--- config.mk ---
export PLATFORM = sky130hd
export DESIGN_NAME = uart_rx_param
export DESIGN_NICKNAME = d
export VERILOG_FILES = /design/src/rtl/uart_pkg.sv /design/src/rtl/uart_bit_timer.sv /design/src/rtl/uart_rx_param.sv
export SDC_FILE = /design/constraint.sdc
export NUM_CORES = 1
export LEC_CHECK = 0
export CORE_MARGIN = 2
export CORE_UTILIZATION = 61
export CTS_CLUSTER_SIZE = 14
export DETAILED_ROUTE_END_ITERATION = 10
export DONT_BUFFER_PORTS = 1
export GPL_TIMING_DRIVEN = 0
export PLACE_DENSITY_LB_ADDON = 0.08
export SLEW_MARGIN = 20
export SYNTH_ARGS = -nofsm -noshare
export SYNTH_HDL_FRONTEND = slang
export SYNTH_HIERARCHICAL = 1
export SYNTH_SLANG_ARGS = --single-unit
--- constraint.sdc ---
create_clock -name CLK -period 5.2 [get_ports CLK]
set_clock_uncertainty 0.15 [all_clocks]
set_input_delay 0.78 -clock CLK [delete_from_list [all_inputs] [get_ports CLK]]
set_output_delay 0.78 -clock CLK [all_outputs]
set_load 0.02 [all_outputs]
--- src/rtl/uart_pkg.sv ---
// Shared definitions for the parametrised UART blocks: parity modes,
// receiver FSM encoding and a counter-width helper.
package uart_pkg;

  localparam logic [1:0] PARITY_NONE = 2'd0;
  localparam logic [1:0] PARITY_EVEN = 2'd1;
  localparam logic [1:0] PARITY_ODD  = 2'd2;

  typedef enum logic [2:0] {
    ST_IDLE     = 3'd0,
    ST_START    = 3'd1,
    ST_DATA     = 3'd2,
    ST_PARITY   = 3'd3,
    ST_STOP     = 3'd4,
    ST_BRK_WAIT = 3'd5
  } uart_state_t;

  // Width of a counter that must hold values 0..n-1 (never narrower than 1 bit).
  function automatic int cnt_width(input int n);
    return (n <= 2) ? 1 : $clog2(n);
  endfunction

endpackage

--- src/rtl/uart_bit_timer.sv ---
// Bit-period timer: counts clock cycles since the last load and flags the
// half-bit and full-bit points. Shared between receiver and transmitter.
module uart_bit_timer
  import uart_pkg::*;
#(
  parameter int CLKS_PER_BIT = 16
) (
  input  logic clk,
  input  logic rst_n,
  input  logic load,
  output logic half_tick,
  output logic full_tick
);

  localparam int CW = cnt_width(CLKS_PER_BIT);
  localparam logic [CW-1:0] HALF_LAST = CW'(CLKS_PER_BIT / 2 - 1);
  localparam logic [CW-1:0] FULL_LAST = CW'(CLKS_PER_BIT - 1);

  logic [CW-1:0] clk_cnt_r;

  // Cycle counter: restarts from zero on load, otherwise free-runs.
  always_ff @(posedge clk) begin
    if (!rst_n) begin
      clk_cnt_r <= {CW{1'b0}};
    end else if (load) begin
      clk_cnt_r <= {CW{1'b0}};
    end else begin
      clk_cnt_r <= clk_cnt_r + CW'(1);
    end
  end

  assign half_tick = (clk_cnt_r == HALF_LAST);
  assign full_tick = (clk_cnt_r == FULL_LAST);

endmodule

--- src/rtl/uart_rx_param.sv ---
// Parametrised UART receiver: two-flop input synchroniser, mid-bit start
// validation, optional parity, 1 or 2 stop bits, break detection and a
// valid/ready output register with overrun reporting.
module uart_rx_param
  import uart_pkg::*;
#(
  parameter int CLKS_PER_BIT = 5208,
  parameter int DATA_BITS    = 8,
  parameter int PARITY_MODE  = 0,
  parameter int STOP_BITS    = 1
) (
  input  logic                 CLK,
  input  logic                 RESET,
  input  logic                 RXD,
  output logic [DATA_BITS-1:0] DATA,
  output logic                 VALID,
  input  logic                 READY,
  output logic                 PARITY_ERR,
  output logic                 FRAME_ERR,
  output logic                 BREAK,
  output logic                 OVERRUN,
  output logic                 BUSY
);

  localparam logic [1:0]    PMODE     = 2'(PARITY_MODE);
  localparam int            BW        = cnt_width(DATA_BITS);
  localparam logic [BW-1:0] LAST_DATA = BW'(DATA_BITS - 1);
  localparam logic [BW-1:0] LAST_STOP = BW'(STOP_BITS - 1);

  uart_state_t          state_r, state_next;
  logic [1:0]           sync_r;
  logic                 rxd_s;
  logic                 half_tick, full_tick, tick_s, load_s;
  logic                 complete_s;
  logic [BW-1:0]        bit_cnt_r;
  logic [DATA_BITS-1:0] shift_r;
  logic                 perr_r, ferr_r, brk_r;
  logic                 ferr_next_s, brk_next_s;

  // Two-flop synchroniser on the asynchronous line; idles high.
  always_ff @(posedge CLK) begin
    if (!RESET) begin
      sync_r <= 2'b11;
    end else begin
      sync_r <= {sync_r[0], RXD};
    end
  end

  assign rxd_s = sync_r[1];

  uart_bit_timer #(.CLKS_PER_BIT(CLKS_PER_BIT)) u_timer (
    .clk       (CLK),
    .rst_n     (RESET),
    .load      (load_s),
    .half_tick (half_tick),
    .full_tick (full_tick)
  );

  // Stop-bit error flags including the bit being sampled right now, so the
  // completing tick can deliver them without an extra cycle.
  assign ferr_next_s = ferr_r | ~rxd_s;
  assign brk_next_s  = (bit_cnt_r == {BW{1'b0}}) ?
                       ((shift_r == {DATA_BITS{1'b0}}) && !rxd_s) : brk_r;

  // FSM state register.
  always_ff @(posedge CLK) begin
    if (!RESET) begin
      state_r <= ST_IDLE;
    end else begin
      state_r <= state_next;
    end
  end

  // Next-state logic, tick selection and frame-completion strobe.
  always_comb begin
    state_next = state_r;
    tick_s     = full_tick;
    complete_s = 1'b0;
    case (state_r)
      ST_IDLE: begin
        if (!rxd_s) state_next = ST_START;
        else        state_next = ST_IDLE;
      end
      ST_START: begin
        tick_s = half_tick;
        if (half_tick) state_next = rxd_s ? ST_IDLE : ST_DATA;
        else           state_next = ST_START;
      end
      ST_DATA: begin
        if (full_tick && (bit_cnt_r == LAST_DATA))
          state_next = (PMODE != PARITY_NONE) ? ST_PARITY : ST_STOP;
        else
          state_next = ST_DATA;
      end
      ST_PARITY: begin
        if (full_tick) state_next = ST_STOP;
        else           state_next = ST_PARITY;
      end
      ST_STOP: begin
        if (full_tick && (bit_cnt_r == LAST_STOP)) begin
          complete_s = 1'b1;
          state_next = brk_next_s ? ST_BRK_WAIT : ST_IDLE;
        end else begin
          state_next = ST_STOP;
        end
      end
      ST_BRK_WAIT: begin
        if (rxd_s) state_next = ST_IDLE;
        else       state_next = ST_BRK_WAIT;
      end
      default: state_next = ST_IDLE;
    endcase
    // Restart the bit timer on every state entry and after every bit tick.
    load_s = (state_next != state_r) || tick_s;
  end

  // Frame datapath: bit counter, shift register and per-frame error flags.
  always_ff @(posedge CLK) begin
    if (!RESET) begin
      bit_cnt_r <= {BW{1'b0}};
      shift_r   <= {DATA_BITS{1'b0}};
      perr_r    <= 1'b0;
      ferr_r    <= 1'b0;
      brk_r     <= 1'b0;
    end else begin
      case (state_r)
        ST_START: begin
          if (half_tick) begin
            bit_cnt_r <= {BW{1'b0}};
            perr_r    <= 1'b0;
            ferr_r    <= 1'b0;
            brk_r     <= 1'b0;
          end
        end
        ST_DATA: begin
          if (full_tick) begin
            shift_r[bit_cnt_r] <= rxd_s;
            bit_cnt_r <= (bit_cnt_r == LAST_DATA) ? {BW{1'b0}} : bit_cnt_r + BW'(1);
          end
        end
        ST_PARITY: begin
          if (full_tick) begin
            if (PMODE == PARITY_ODD) perr_r <= ~(^shift_r ^ rxd_s);
            else                     perr_r <= ^shift_r ^ rxd_s;
          end
        end
        ST_STOP: begin
          if (full_tick) begin
            ferr_r    <= ferr_next_s;
            brk_r     <= brk_next_s;
            bit_cnt_r <= bit_cnt_r + BW'(1);
          end
        end
        default: begin
          bit_cnt_r <= bit_cnt_r;
        end
      endcase
    end
  end

  // Output register: loads a completed frame when free (or being freed this
  // edge), otherwise drops it and pulses OVERRUN; VALID clears on accept.
  always_ff @(posedge CLK) begin
    if (!RESET) begin
      DATA       <= {DATA_BITS{1'b0}};
      VALID      <= 1'b0;
      PARITY_ERR <= 1'b0;
      FRAME_ERR  <= 1'b0;
      BREAK      <= 1'b0;
      OVERRUN    <= 1'b0;
      BUSY       <= 1'b0;
    end else begin
      OVERRUN <= 1'b0;
      BUSY    <= (state_next != ST_IDLE);
      if (complete_s) begin
        if (!VALID || READY) begin
          DATA       <= shift_r;
          PARITY_ERR <= perr_r;
          FRAME_ERR  <= ferr_next_s;
          BREAK      <= brk_next_s;
          VALID      <= 1'b1;
        end else begin
          OVERRUN <= 1'b1;
        end
      end else if (VALID && READY) begin
        VALID <= 1'b0;
      end
    end
  end

endmodule

**Word level (Yosys, flattened, before mapping)**

Index checks and enable logic that the tools add are counted.

- Add/sub/neg operators: 2
- Mux-type cells: 32
- $lt $le $gt $ge: 2
- Bitwise operators: 4
- Eq/ne operators: 14
- Reduce and logical (&&, ||, !) cells: 26

Operators with widths:

| cell | number |
|---|---|
| 3-bit 2-to-1 mux | 9 |
| 3-bit case mux with 6 select lines | 1 |
| 1-bit 2-to-1 mux | 14 |
| 13-bit by 1-bit adder with 13-bit output, second input constant | 1 |
| 13-bit by 12-bit == test with 1-bit output, second input constant | 1 |
| 13-bit == test, second input constant | 1 |
| 3-bit == test, second input constant | 3 |
| 3-bit case mux with 3 select lines | 1 |
| 8-bit bitwise mux | 1 |
| 8-bit zero test | 1 |
| 2-bit inequality test, second input constant | 4 |
| 2-bit AND reduction | 4 |
| 8-bit parity | 1 |
| 3-bit by 2-bit == test with 1-bit output, second input constant | 2 |
| 3-bit zero test | 2 |
| 1-bit case mux with 2 select lines | 3 |
| 3-bit AND reduction | 2 |
| 2-bit nonzero test | 3 |
| 3-bit nonzero test | 2 |
| 1-bit logical AND | 5 |
| 3-bit by 4-bit less-than comparator with 1-bit output, second input constant | 1 |
| 2-bit 2-to-1 mux | 2 |
| 4-bit AND reduction | 1 |
| 3-bit by 1-bit adder with 3-bit output, second input constant | 1 |
| other kinds (11) | 14 |

- Input port bits: 4
- Register bits: 46

**Depth between registers and ports, before layout**

Gate-level depths: netlist of the first run.

- Depth in word-level cells: 9
- Depth in mapped cells: 11
- Gate-level depth less buffers: 11

**Hierarchy**

Netlist of the first run, hierarchy kept.

Modules (own cells, without submodules):

| module | area an instance (um^2) | seq. area each (um^2) | cells each | instances |
|---|---|---|---|---|
| uart_rx_param | 1,652.8 | 640.6 | 179 | 1 |
| uart_bit_timer | 634.4 | 260.2 | 73 | 1 |

**Worst setup path after synthesis of the first run**

No wires, ideal clock.

- Path type: reg-to-reg
- Start point: reg u_timer.clk_cnt_r[0]
- End point: reg u_timer.clk_cnt_r[9]
- Buffers on the path: 0
- Library setup time: 101 ps
- Setup slack: 2,495 ps
- Required time: 4,949 ps
- Cell stages (with the launch flop): 12
- Clock period less this slack: 2,705 ps
- Arrival time: 2,454 ps
- Path through: dfxtp_1 -> ha_1 -> nand3_1 -> or4_1 -> nor2_1 -> or4b_1 -> o311ai_1 -> or2_1 -> o211a_1 -> nor2b_1 -> nand2b_1 -> o41ai_1

- Elaborated cells between the ends (all ways): 14

RTL lines:

| what | RTL line | text |
|---|---|---|
| start: declaration | uart_bit_timer.sv:19 | `logic [CW-1:0] clk_cnt_r;` |
| start signal: assignment | uart_bit_timer.sv:24 | `clk_cnt_r <= {CW{1'b0}};` |
| start signal: assignment | uart_bit_timer.sv:26 | `clk_cnt_r <= {CW{1'b0}};` |
| start signal: assignment | uart_bit_timer.sv:28 | `clk_cnt_r <= clk_cnt_r + CW'(1);` |
| 13-bit by 12-bit == test with 1-bit output (*) | uart_bit_timer.sv:32 | `assign half_tick = (clk_cnt_r == HALF_LAST);` |
| named net half_tick | uart_rx_param.sv:33 | `logic half_tick, full_tick, tick_s, load_s;` |
| 2-bit 2-to-1 mux | uart_rx_param.sv:86 | `if (half_tick) state_next = rxd_s ? ST_IDLE : ST_DATA;` |
| 3-bit case mux with 6 select lines | uart_rx_param.sv:79 | `case (state_r)` |
| 3-bit inequality test | uart_rx_param.sv:114 | `load_s = (state_next != state_r) \|\| tick_s;` |
| 1-bit logical OR (*) | uart_rx_param.sv:114 |  |
| named net load_s | uart_rx_param.sv:33 |  |
| 2-bit OR reduction (no line) (*) | - |  |

The timed path passes the listed nets; every way through them passes the cells marked *.
A chain may end at the register's enable or synchronous reset.

**Worst setup path in the final report of the first run**

Ends and elaborated chain as after synthesis.

==> metrics.txt, run 1 <==
Core Rows=22; Slew Limit Headroom=65.6%; Vias=1,817; worst hold start=sync_r[0]$_SDFF_PN1_; outcome=complete, no violations; Synth top area share=39.4%; ranking of synthesized cells by area=dfxtp_1 39%, mux2i_1 8.8%, nor2_1 4.9%; initial core utilization=62.9%; H-Tree Depth=2; leakage=0.960 nW; chip width=65.2 um; Clock power frac=42.3%; hpwl dp=3270 um; Die Y=65.2 um; core footprint=0.00363 mm^2; CP max-delay cell=or4_1; R2R cell count=11; Routed Wire Length=4560 um; remaining global-route overflow=0; CP cell instances=ha_1, nand3_1, or4_1, nor2_1, or4b_1, o311ai_1, or2_1, o211a_1, nor2b_1, nand2b_1, o41ai_1; crit-path max cell delay=0.41 ns; Starting DRT DRC Count=182; Required @ worst endpoint=5.25 ns; hold depth=1; WL per Instance=14.8 um; delay-heaviest family, CP=simple AND/OR/NAND/NOR gates; Post-route DRC=0; Worst setup SP type=flop; post-synthesis sequential area ratio=39.4%; number of antenna-violating nets in the routed design=0; Hold Vio Cnt, Final=0; share of layout cells above drive strength 1=8.08%; DRT Pass-1 Iters=4; FF-to-FF End=u_timer/clk_cnt_r[9]$_SDFF_PP0_; final setup violating endpoints=0; n_diodes=0; hold endpoint=sync_r[1]$_SDFF_PN1_; fin crit share=60.8%; Cell Area, Synth=0.00229 mm^2; PortBufs=0; setup bufs post-CTS=0; beginning of the critical path=u_timer/clk_cnt_r[0]$_SDFF_PP0_; Via density=5.90; synth unique cells=55; number of flops mapped to enable cells by yosys=0; Internal Power=0.514 mW; Max Slew Vio Count=0; worst flop-to-flop path startpoint=u_timer/clk_cnt_r[0]$_SDFF_PP0_; smallest setup slack after layout=2.04 ns; Post-synth top cells=45 x dfxtp_1, 30 x nor2_1, 20 x mux2i_1; gate count of the mapped netlist=252; reg-to-reg slack, setup=2.04 ns; min-delay worst type=flop to flop; Net Switching=0.140 mW; most frequent cell after synthesis=dfxtp_1; CTS buffer count=5; predominant post-synthesis flop cell=dfxtp_1; final total power=0.653 mW; critical path depth=11; Clock Tree Root=clkbuf_8; Yosys warnings=6; Post-CTS Resized=0; GPL Wtd Cong=0.868; via count of the first global-routing pass=1,569; synthesized area per cell=9.08 um^2; Sw Ratio=21.4%; Die ar.=0.00426 mm^2; combinational group share of total power=4.0%; Worst-Margin Slew=0.516 ns; initial antenna violation count=0; nets=271; clock sink count=45; worst path bufs/invs=0; Max Clk Rate=0.317 GHz; largest net degree at the start of global routing=15; maxcap violations=0; post-synthesis to final-layout area growth=7.88%; Clock Latency Late Sink=0.30 ns; utilization after layout=67.9%; worst slack, placed=2.08 ns; Setup CP Type=flop to flop; Worst-path clk slew=0.08 ns; worst vdd rail ir drop=185 uV; Seq pwr share=53.7%; syn_nets=264; CP max FO=5; crit path time final=3.16 ns; Synth area leader=dfxtp_1; CTS tree=done; Yosys reg bits=45; IO Count=18; WP data arrival=3.21 ns; Tot GR Track Use=22.6%; setup_tns=0 ns; first-pass GRT wire length=7470 um; hold-fix buffers at CTS=0; worst-case clock buffer depth=2; PwrDens=265 mW/mm^2; fraction of registers with async set/reset=0%; CP Capture Type=flop; RSZ-0062 raised after global routing=no
-- power by group through the flow --
stage	sequential, mW	clock, mW	combinational (mW)
finish	0.351	0.276	0.0259
global route	0.352	0.294	0.0287
CTS	0.351	0.281	0.0256
detailed placement	0.359	0	0.0254
global placement	0.359	0	0.0252
floorplan	0.359	0	0.0198
-- registers in the layout, indices dropped and copies added (netlist names) --
| signal | cells |
|---|---|
| PARITY_ERR | 1 |
| perr_r | 1 |
| sync_r | 2 |
| BUSY | 1 |
| shift_r | 8 |
| DATA | 8 |
| OVERRUN | 1 |
| BREAK | 1 |
| ferr_r | 1 |
| u_timer/clk_cnt_r | 13 |
| FRAME_ERR | 1 |
| state_r | 3 |
| bit_cnt_r | 3 |
| VALID | 1 |
-- logic make-up after synthesis --
family                   share of synthesized area [%]
XOR/XNOR                                          3.67
buffers and inverters                             5.14
AO/OA/AOI/OAI                                     10.3
flip-flops                                        39.4
adder cells (fa/ha/maj)                           4.38
multiplexers                                      8.75
AND/OR/NAND/NOR                                   28.3
-- placed cells by master, fill, tap and decap left out, types with 8 or more instances in the layout --
cell type  count
dfxtp_1       45
nor2_1        30
mux2i_1       20
inv_1         13
a21oi_1       13
nand2_1       10
nand2b_1      10
ha_1           8
-- metrics by stage --
| stage | hold slack, ns | cells | instance area [um^2] |
|---|---|---|---|
| after global placement | 0.238 | 300 | 2350 |
| after CTS | 0.264 | 308 | 2470 |
| after global routing | 0.288 | 308 | 2470 |
| final | 0.262 | 308 | 2470 |
| after floorplan | 0.236 | 252 | 2290 |
| after detailed placement | 0.243 | 300 | 2350 |
-- layout make-up --
type,instances,area [um^2]
multi-input combinational,180,1270
fill,302,1170
sequential,45,901
clock buffer,6,82.6
buffer,13,65.1
tap,48,60.1
inverter,14,52.6
clock inverter,2,37.5
-- worst reg2reg max path: stages, from the launching register on --
cell and delay [ns]:
dfxtp_1 0.39, ha_1 0.30, nand3_1 0.14, or4_1 0.41, nor2_1 0.23, or4b_1 0.18
o311ai_1 0.10, or2_1 0.25, o211a_1 0.24, nor2b_1 0.33, nand2b_1 0.10, o41ai_1 0.24
-- worst max-delay path by stage --
stage,endpoint
floorplan,u_timer/clk_cnt_r[9]$_SDFF_PP0_
global placement,u_timer/clk_cnt_r[9]$_SDFF_PP0_
detailed placement,u_timer/clk_cnt_r[9]$_SDFF_PP0_
CTS,u_timer/clk_cnt_r[9]$_SDFF_PP0_
global route,u_timer/clk_cnt_r[9]$_SDFF_PP0_
finish,u_timer/clk_cnt_r[9]$_SDFF_PP0_
-- per-layer routing --
layer | share of wire (%) | global-route usage, % | up-vias
li1 | - | - | 920
met1 | 50 | 34.4 | 836
met2 | 42 | 31.5 | 54
met3 | 7.0 | 4.11 | 7
met4 | 1.2 | 8.59 | 0
met5 | 0 | 0 | -
Note: power is estimated with default switching activity, not from simulation.
==> run 2, diff against run 1 <==
==> constraint.sdc (replaced) <==
create_clock -name CLK -period 3 [get_ports CLK]
set_clock_uncertainty 0.15 [all_clocks]
set_input_delay 0.45 -clock CLK [delete_from_list [all_inputs] [get_ports CLK]]
set_output_delay 0.45 -clock CLK [all_outputs]
set_load 0.02 [all_outputs]
==> metrics.txt, run 2 (synthesis results as in run 1) <==
Vias=1,836; fin crit share=94.0%; Slew Limit Headroom=65.7%; fillers=298; post-synthesis to final-layout area growth=9.19%; Post-route DRC=0; Core Rows=22; crit path time final=2.82 ns; Required @ worst endpoint=3.05 ns; DRT Pass-1 Iters=5; H-Tree Depth=2; clock sink count=45; Routed Wire Length=4600 um; biggest regs=u_timer/clk_cnt_r: 13 flops, DATA: 8 flops, shift_r: 8 flops; Multi-input gate area=0.00130 mm^2; commonest cells after routing, fill and taps aside=44 x dfxtp_1, 28 x nor2_1, 20 x mux2i_1; WL per Instance=15.0 um; PwrDens=455 mW/mm^2; Clock Latency Late Sink=0.30 ns; WP data arrival=2.87 ns; setup bufs post-CTS=0; PortBufs=0; nets=270; setup_tns=0 ns; Worst-path clk slew=0.08 ns; core footprint=0.00363 mm^2; delay-heaviest family, CP=simple AND/OR/NAND/NOR gates; Worst setup SP type=flop; via count of the first global-routing pass=1,590; max reg flops=13; commonest non-fill, non-tap cell in the layout=dfxtp_1; n_diodes=0; Max Slew Vio Count=0; min-delay worst type=primary input to flop; number of antenna-violating nets in the routed design=0; Worst-Margin Slew=0.515 ns; Top reg by flops=u_timer/clk_cnt_r; hold-fix buffers at CTS=0; Setup CP Type=flop to flop; final total power=1.14 mW; maxcap violations=0; CTS tree=done; share of layout cells above drive strength 1=10.4%; hpwl dp=3270 um; Die Y=65.2 um; RSZ-0062 raised after global routing=no; Tot GR Track Use=22.7%; CP cell instances=ha_4, nand3_1, or4_1, nor2_4, or4b_1, o311ai_1, or2_1, o211a_1, nor2b_4, nand2b_1, o41ai_1; Starting DRT DRC Count=164; CP Capture Type=flop; outcome=complete, no violations; remaining global-route overflow=0; CP max FO=5; IO Count=18; Max Clk Rate=0.355 GHz; leakage=0.963 nW; CP max-delay cell=or4_1; worst-case clock buffer depth=2; Clock Tree Root=clkbuf_8; worst path bufs/invs=0; CTS buffer count=5; initial antenna violation count=0; GPL Wtd Cong=0.868; Hold Vio Cnt, Final=0; Die ar.=0.00426 mm^2; initial core utilization=62.9%; Via density=5.98; crit-path max cell delay=0.47 ns; largest net degree at the start of global routing=15; chip width=65.2 um; worst vdd rail ir drop=322 uV; final setup violating endpoints=0; register area=902 um^2; first-pass GRT wire length=7510 um
run 2: cell type report:
cell class	count	area share, %
multi-input combinational	180	52.1
clock inverter	2	1.50
tap	48	2.40
buffer	12	2.45
inverter	14	2.10
sequential	45	36.1
clock buffer	6	3.31
run 2: layer usage:
| metal | wire, um | vias to the layer above | global-route usage, % |
|---|---|---|---|
| met3 | 254 | 9 | 4.11 |
| met2 | 1980 | 52 | 32.0 |
| li1 | - | 919 | - |
| met5 | 0 | - | 0 |
| met1 | 2290 | 856 | 34.2 |
| met4 | 72 | 0 | 8.59 |
run 2: power breakdown:
part | leakage, nW | total, mW | internal (mW) | switching, mW
clock network | 0.0574 | 0.479 | 0.271 | 0.208
logic | 0.542 | 0.0481 | 0.0189 | 0.0292
registers | 0.364 | 0.610 | 0.603 | 0.00687
total | 0.963 | 1.14 | 0.893 | 0.244
run 2: final timing paths:
kind / to / slack, ns / cells after the start / from
worst max-delay path: u_timer/clk_cnt_r[9]$_SDFF_PP0_ / 0.18 / 11 / u_timer/clk_cnt_r[1]$_SDFF_PP0_
worst min-delay path: sync_r[0]$_SDFF_PN1_ / 0.1 / 1 / RXD
worst max register to register: u_timer/clk_cnt_r[9]$_SDFF_PP0_ / 0.18 / 11 / u_timer/clk_cnt_r[1]$_SDFF_PP0_
worst min register to register: sync_r[1]$_SDFF_PN1_ / 0.26 / 1 / sync_r[0]$_SDFF_PN1_
run 2: through the flow:
stage               area (um^2)  cells  hold slack [ns]  util (%)  worst slack, ns
detailed placement         2350    300            0.243      64.6           -0.125
global route               2500    307            0.100      68.7          0.00632
finish                     2500    307           0.0992      68.7            0.179
floorplan                  2290    252            0.236         -            0.295
global placement           2350    300            0.238      64.6          -0.0582
CTS                        2470    308           0.0957      68.1          0.00184
run 2: timing repair:
item	in CTS	in global routing
resized for setup	3	6
gates cloned	0	0
setup endpoints to repair	7	11
endpoints found under the hold margin	0	0
